## config.mk

```make
export PLATFORM = sky130hd
export DESIGN_NAME = spi_adc_scanner
export DESIGN_NICKNAME = d
export VERILOG_FILES = /design/src/rtl/spi_adc_scanner.sv
export SDC_FILE = /design/constraint.sdc
export NUM_CORES = 1
export LEC_CHECK = 0
export CAP_MARGIN = 15
export CORE_MARGIN = 3
export CORE_UTILIZATION = 35
export CTS_CLUSTER_DIAMETER = 120
export DETAILED_ROUTE_END_ITERATION = 7
export DONT_BUFFER_PORTS = 1
export GPL_ROUTABILITY_DRIVEN = 0
export SETUP_SLACK_MARGIN = 0.1
export SKIP_LAST_GASP = 1
export SYNTH_ARGS = -nofsm -noshare
export SYNTH_HDL_FRONTEND = slang
export SYNTH_SLANG_ARGS = --single-unit
```

## constraint.sdc

```tcl
create_clock -name clk -period 2.22 [get_ports clk]
set_input_delay 0 -clock clk [delete_from_list [all_inputs] [get_ports clk]]
set_output_delay 0 -clock clk [all_outputs]
set_load 0.01 [all_outputs]
```

## src/rtl/spi_adc_scanner.sv

```systemverilog
// spi_adc_scanner: SPI master for an MCP320x-style multi-channel ADC.
// Produces registered parallel samples tagged with their channel, supports
// single-shot and continuous masked-scan operation, and keeps a per-channel
// "sample >= thresh" flag vector.
module spi_adc_scanner #(
    parameter int DATA_W  = 12,
    parameter int N_CH    = 4,
    parameter int CLK_DIV = 4,
    parameter int CS_GAP  = 8
) (
    input  logic                    clk,
    input  logic                    rst_n,
    input  logic                    start,
    input  logic [$clog2(N_CH)-1:0] ch_sel,
    input  logic                    scan_en,
    input  logic [N_CH-1:0]         ch_mask,
    input  logic [DATA_W-1:0]       thresh,
    input  logic                    miso,
    output logic                    mosi,
    output logic                    sck,
    output logic                    cs_n,
    output logic [DATA_W-1:0]       data,
    output logic [$clog2(N_CH)-1:0] data_ch,
    output logic                    valid,
    output logic                    busy,
    output logic [N_CH-1:0]         above
);

    localparam int CH_W       = $clog2(N_CH);
    localparam int FRAME      = 3 + CH_W + DATA_W;
    localparam int FIRST_DATA = FRAME - DATA_W;
    localparam int BIT_W      = $clog2(FRAME);
    localparam int CMD_W      = 1 + CH_W;
    localparam int CNT_MAX    = (CLK_DIV > CS_GAP) ? CLK_DIV : CS_GAP;
    localparam int CNT_W      = (CNT_MAX > 1) ? $clog2(CNT_MAX) : 1;

    localparam int unsigned     NCH_U     = N_CH;
    localparam logic [CNT_W-1:0] DIV_LAST  = CNT_W'(CLK_DIV - 1);
    localparam logic [CNT_W-1:0] GAP_LAST  = CNT_W'(CS_GAP - 1);
    localparam logic [BIT_W-1:0] BIT_LAST  = BIT_W'(FRAME - 1);
    localparam logic [BIT_W-1:0] DATA_PREV = BIT_W'(FIRST_DATA - 1);
    localparam logic [CH_W-1:0]  CH_LAST   = CH_W'(N_CH - 1);

    typedef enum logic [2:0] {IDLE, SETUP, SHIFT, HOLD, GAP} state_t;

    state_t              state, state_d;
    logic [CNT_W-1:0]    cnt, cnt_d;
    logic [BIT_W-1:0]    bit_idx, bit_d;
    logic [DATA_W-1:0]   shreg, shreg_d;
    logic [CMD_W-1:0]    cmd_sr, cmd_sr_d;
    logic [CH_W-1:0]     ch_cur, ch_cur_d;
    logic [CH_W-1:0]     scan_ptr, scan_ptr_d;
    logic                sck_d, cs_n_d, mosi_d, busy_d, valid_d;
    logic [DATA_W-1:0]   data_d;
    logic [CH_W-1:0]     data_ch_d;
    logic [N_CH-1:0]     above_d;
    logic [CH_W-1:0]     scan_ch, cand;
    logic                scan_hit;

    // Next enabled channel, searching upward from one past the scan pointer.
    // "No channel converted yet" is encoded as pointer = N_CH-1, so the first
    // search starts at channel 0 and yields the lowest enabled channel.
    always_comb begin
        scan_ch  = '0;
        scan_hit = 1'b0;
        cand     = scan_ptr;
        for (int unsigned i = 0; i < NCH_U; i++) begin
            cand = (cand == CH_LAST) ? '0 : cand + CH_W'(1);
            if (!scan_hit && ch_mask[cand]) begin
                scan_hit = 1'b1;
                scan_ch  = cand;
            end
        end
    end

    // Next-state and next-output logic; every output is registered from here.
    always_comb begin
        state_d    = state;
        cnt_d      = cnt;
        bit_d      = bit_idx;
        shreg_d    = shreg;
        cmd_sr_d   = cmd_sr;
        ch_cur_d   = ch_cur;
        scan_ptr_d = scan_ptr;
        sck_d      = sck;
        cs_n_d     = cs_n;
        mosi_d     = mosi;
        busy_d     = busy;
        valid_d    = 1'b0;
        data_d     = data;
        data_ch_d  = data_ch;
        above_d    = above;
        case (state)
            IDLE: begin
                cnt_d = '0;
                bit_d = '0;
                if ((start && !scan_en) || (scan_en && scan_hit)) begin
                    state_d  = SETUP;
                    ch_cur_d = scan_en ? scan_ch : ch_sel;
                    cmd_sr_d = {1'b1, (scan_en ? scan_ch : ch_sel)};
                    cs_n_d   = 1'b0;
                    mosi_d   = 1'b1;
                    busy_d   = 1'b1;
                end
            end
            SETUP: begin
                if (cnt == DIV_LAST) begin
                    state_d = SHIFT;
                    cnt_d   = '0;
                    bit_d   = '0;
                    sck_d   = 1'b1;
                end else begin
                    cnt_d = cnt + CNT_W'(1);
                end
            end
            SHIFT: begin
                if (cnt != DIV_LAST) begin
                    cnt_d = cnt + CNT_W'(1);
                end else begin
                    cnt_d = '0;
                    if (sck) begin
                        // Falling edge: present the next command bit.
                        sck_d    = 1'b0;
                        mosi_d   = cmd_sr[CMD_W-1];
                        cmd_sr_d = {cmd_sr[CMD_W-2:0], 1'b0};
                    end else if (bit_idx == BIT_LAST) begin
                        state_d = HOLD;
                    end else begin
                        // Rising edge: sample miso for data periods only.
                        sck_d = 1'b1;
                        bit_d = bit_idx + BIT_W'(1);
                        if (bit_idx >= DATA_PREV) begin
                            shreg_d = {shreg[DATA_W-2:0], miso};
                        end
                    end
                end
            end
            HOLD: begin
                if (cnt == DIV_LAST) begin
                    state_d          = GAP;
                    cnt_d            = '0;
                    cs_n_d           = 1'b1;
                    mosi_d           = 1'b0;
                    valid_d          = 1'b1;
                    data_d           = shreg;
                    data_ch_d        = ch_cur;
                    scan_ptr_d       = ch_cur;
                    above_d[ch_cur]  = (shreg >= thresh);
                end else begin
                    cnt_d = cnt + CNT_W'(1);
                end
            end
            GAP: begin
                if (cnt == GAP_LAST) begin
                    state_d = IDLE;
                    cnt_d   = '0;
                    busy_d  = 1'b0;
                end else begin
                    cnt_d = cnt + CNT_W'(1);
                end
            end
            default: begin
                state_d = IDLE;
            end
        endcase
    end

    // State, datapath and output registers.
    always_ff @(posedge clk or negedge rst_n) begin
        if (!rst_n) begin
            state    <= IDLE;
            cnt      <= '0;
            bit_idx  <= '0;
            shreg    <= '0;
            cmd_sr   <= '0;
            ch_cur   <= '0;
            scan_ptr <= CH_LAST;
            sck      <= 1'b0;
            cs_n     <= 1'b1;
            mosi     <= 1'b0;
            busy     <= 1'b0;
            valid    <= 1'b0;
            data     <= '0;
            data_ch  <= '0;
            above    <= '0;
        end else begin
            state    <= state_d;
            cnt      <= cnt_d;
            bit_idx  <= bit_d;
            shreg    <= shreg_d;
            cmd_sr   <= cmd_sr_d;
            ch_cur   <= ch_cur_d;
            scan_ptr <= scan_ptr_d;
            sck      <= sck_d;
            cs_n     <= cs_n_d;
            mosi     <= mosi_d;
            busy     <= busy_d;
            valid    <= valid_d;
            data     <= data_d;
            data_ch  <= data_ch_d;
            above    <= above_d;
        end
    end

endmodule
```

==> qor.txt <==
outcome: finished, final reports clean
Worst-Margin Slew: 0.411 ns
fillcell total: 823
starting density of the core: 36.1%
GR Overflow Total: 0
Synth Area per Inst: 9.88 um^2
H-tree Lvls: 2
P_int: 0.00126 W
die span in y: 98.3 um
drt first pass iters: 4
Max Cap Viol: 0
final hold vios: 0
combinational share of power: 5.1%
total chip power: 0.00162 W
I/O pin count: 46
most frequent cell after synthesis: nand2_1
total core area: 8260 um^2
clock sinks: 53
CP Class: flop to flop
share of layout cells above drive strength 1: 21.5%
PwrDens: 479 nW/um^2
Top FF cell, synth: dfrtp_1
Routed Antenna Nets: 0
final core occ: 40.9%
total global-route track usage: 13.2%
CP required: 2.45 ns
DRT iter0 DRCs: 82
Setup TNS: 0 ns
Setup crit end kind: flop
num rows: 33
Clock Latency Late Sink: 0.30 ns
CTS tree: done
Mapped Area: 2980 um^2
Critical Path AT: 2.20 ns
Synth cell types: 53
Post-synth top cells: 61 x nand2_1, 50 x dfrtp_1, 24 x inv_1
syn_nets: 344
CTS buffer count: 5
post-synthesis cell count: 302
sequential share of power: 60.1%
fmax: 0.506 GHz
peak supply drop: 0.000262 V
root buffer cell: clkbuf_8
min cycle time layout: 1.98 ns
initial antenna violation count: 0
max-slew violation count: 0
Slew HR: 72.3%
top cells by area, synth: dfrtp_1 42%, ha_1 8.0%, nand2_1 7.7%
Final nets: 357
asr flop ratio synth: 100%
vias in the first global route: 2,032
largest net degree at the start of global routing: 54
worst hold path class: input pin to flop
crit path launch type: flop
WL per Instance: 14.7 um
period utilisation layout: 89.1%
Final Skew: 0.00456 ns
CTS clk-pin slew, worst paths: 0.09 ns
register area share after synthesis: 44.6%
first-pass GRT wire length: 10,500 um
# diodes: 0
RSZ-0062 raised after global routing: false
sw frac: 22.2%
DP Wirelength: 4520 um
DR DRC count: 0
vias per inst: 5.11
Clock Power Share: 34.9%
Die X: 98.3 um
sw power: 0.000359 W
Setup-failing EPs final: 0
total setup buffers inserted after CTS: 0
Yosys warning count: 0
via count: 2,153
Area Growth Syn to Fin: 13.1%
Total Wirelength: 6190 um
Post-synth EDFFs: 0
crit path max fanout: 13
Yosys top cell by area: dfrtp_1
Yosys reg bits: 53
Lkg Pwr: 1.63 nW
Die Area: 9670 um^2
port buffer count: 0
post-synth top area share: 41.9%
Clock Tree Buf Depth: 2
through the flow:
step | cell area (um^2) | hold WS (ns) | setup WS, ns | std cells
floorplan | 2980 | -0.296 | 0.286 | 302
global placement | 3150 | -0.293 | 0.141 | 407
detailed placement | 3150 | -0.293 | 0.0952 | 407
CTS | 3320 | 0.0392 | 0.140 | 421
global route | 3380 | 0.0698 | 0.115 | 421
finish | 3380 | 0.0365 | 0.242 | 421
worst max-delay path, cell delays in order, from the launching register on:
cell and delay [ns]:
dfstp_2 0.57, buf_4 0.21, mux4_2 0.53, a21oi_1 0.14, nor4b_4 0.23, o221ai_2 0.15, o211ai_2 0.08
kinds of logic (layout without fill, tap and decap cells):
family,count (synthesis),after routing,share of synthesized area (%)
flip-flops,53,53,44.6
buffers and inverters,36,50,5.45
XOR/XNOR,2,2,0.587
AO/OA/AOI/OAI,55,55,13.2
adder cells (fa/ha/maj),19,19,7.97
AND/OR/NAND/NOR,112,112,18.5
multiplexers,25,25,9.77
layout by cell type, fill, tap and decap left out, types with 3 or more instances in the layout:
| master | Yosys | routed |
|---|---|---|
| clkbuf_8 | 0 | 6 |
| or4_1 | 3 | 3 |
| nand2b_1 | 6 | 6 |
| mux2_2 | 19 | 19 |
| inv_1 | 24 | 24 |
| a21o_1 | 4 | 4 |
| dfrtp_1 | 50 | 50 |
| o21ai_2 | 4 | 4 |
| dlygate4sd3_1 | 0 | 5 |
| ha_1 | 19 | 17 |
| dfstp_2 | 3 | 3 |
| nor3_1 | 3 | 3 |
| nand3_1 | 5 | 5 |
| mux2i_1 | 4 | 4 |
| nand2_1 | 61 | 61 |
| a21oi_1 | 12 | 11 |
| or3_1 | 4 | 3 |
| a211oi_1 | 3 | 3 |
| nand4_1 | 3 | 3 |
| a22o_1 | 3 | 3 |
| nor2_1 | 11 | 11 |
| o21ai_0 | 12 | 11 |
| o21ai_1 | 2 | 3 |
| buf_4 | 2 | 11 |
cell type report:
cell class	count	area, um^2	area share [%]
inverters	24	90.1	2.67
clock inverters	2	13.8	0.408
clock buffers	6	82.6	2.45
flip-flops and latches	53	1330	39.4
well taps	105	131	3.89
multi-input cells	213	1550	45.8
repair buffers	18	180	5.34
state kept, by name (all words and copies together), names as in the netlist:
signal / flops
ch_cur: 2
valid: 1
scan_ptr: 2
state: 3
sck: 1
data_ch: 2
shreg: 12
cmd_sr: 3
busy: 1
data: 12
cs_n: 1
above: 4
mosi: 1
bit_idx: 5
cnt: 3
power groups by stage:
stage	Combinational [W]	Clock (W)	Sequential, W
after floorplan	0.0000417	0	0.000989
after global placement	0.0000448	0	0.000990
after detailed placement	0.0000459	0	0.000989
after CTS	0.0000812	0.000593	0.000971
after global routing	0.0000943	0.000633	0.000971
final	0.0000818	0.000563	0.000970
per-layer routing:
metal  wire, um  global-route usage [%]  vias up
met3        335                    4.07        4
met2       2780                    20.0       42
met1       3020                    18.6     1033
met4         46                    3.15        0
met5          0                       0        -
li1           -                       -     1074
worst paths after layout:
kind | to | startpoint | depth (start not counted) | slack [ns]
worst min-delay path | ch_cur[0] | ch_sel[0] | 4 | 0.04
max in group asynchronous | cs_n | rst_n | 2 | 1.73
worst max register to register | cmd_sr[1] | scan_ptr[0] | 6 | 0.24
worst min register to register | scan_ptr[1] | scan_ptr[1] | 2 | 0.49
worst max-delay path | cmd_sr[1] | scan_ptr[0] | 6 | 0.24
min in group asynchronous | bit_idx[1] | rst_n | 2 | 0.21
what timing repair did:
| action | 4_1_cts | 5_1_grt |
|---|---|---|
| hold buffers | 6 | 0 |
| resized for setup | 1 | 9 |
| endpoints found under the setup margin | 4 | 20 |
| hold endpoints to repair | 59 | 0 |
No activity file was read; power rests on OpenSTA's default activity.
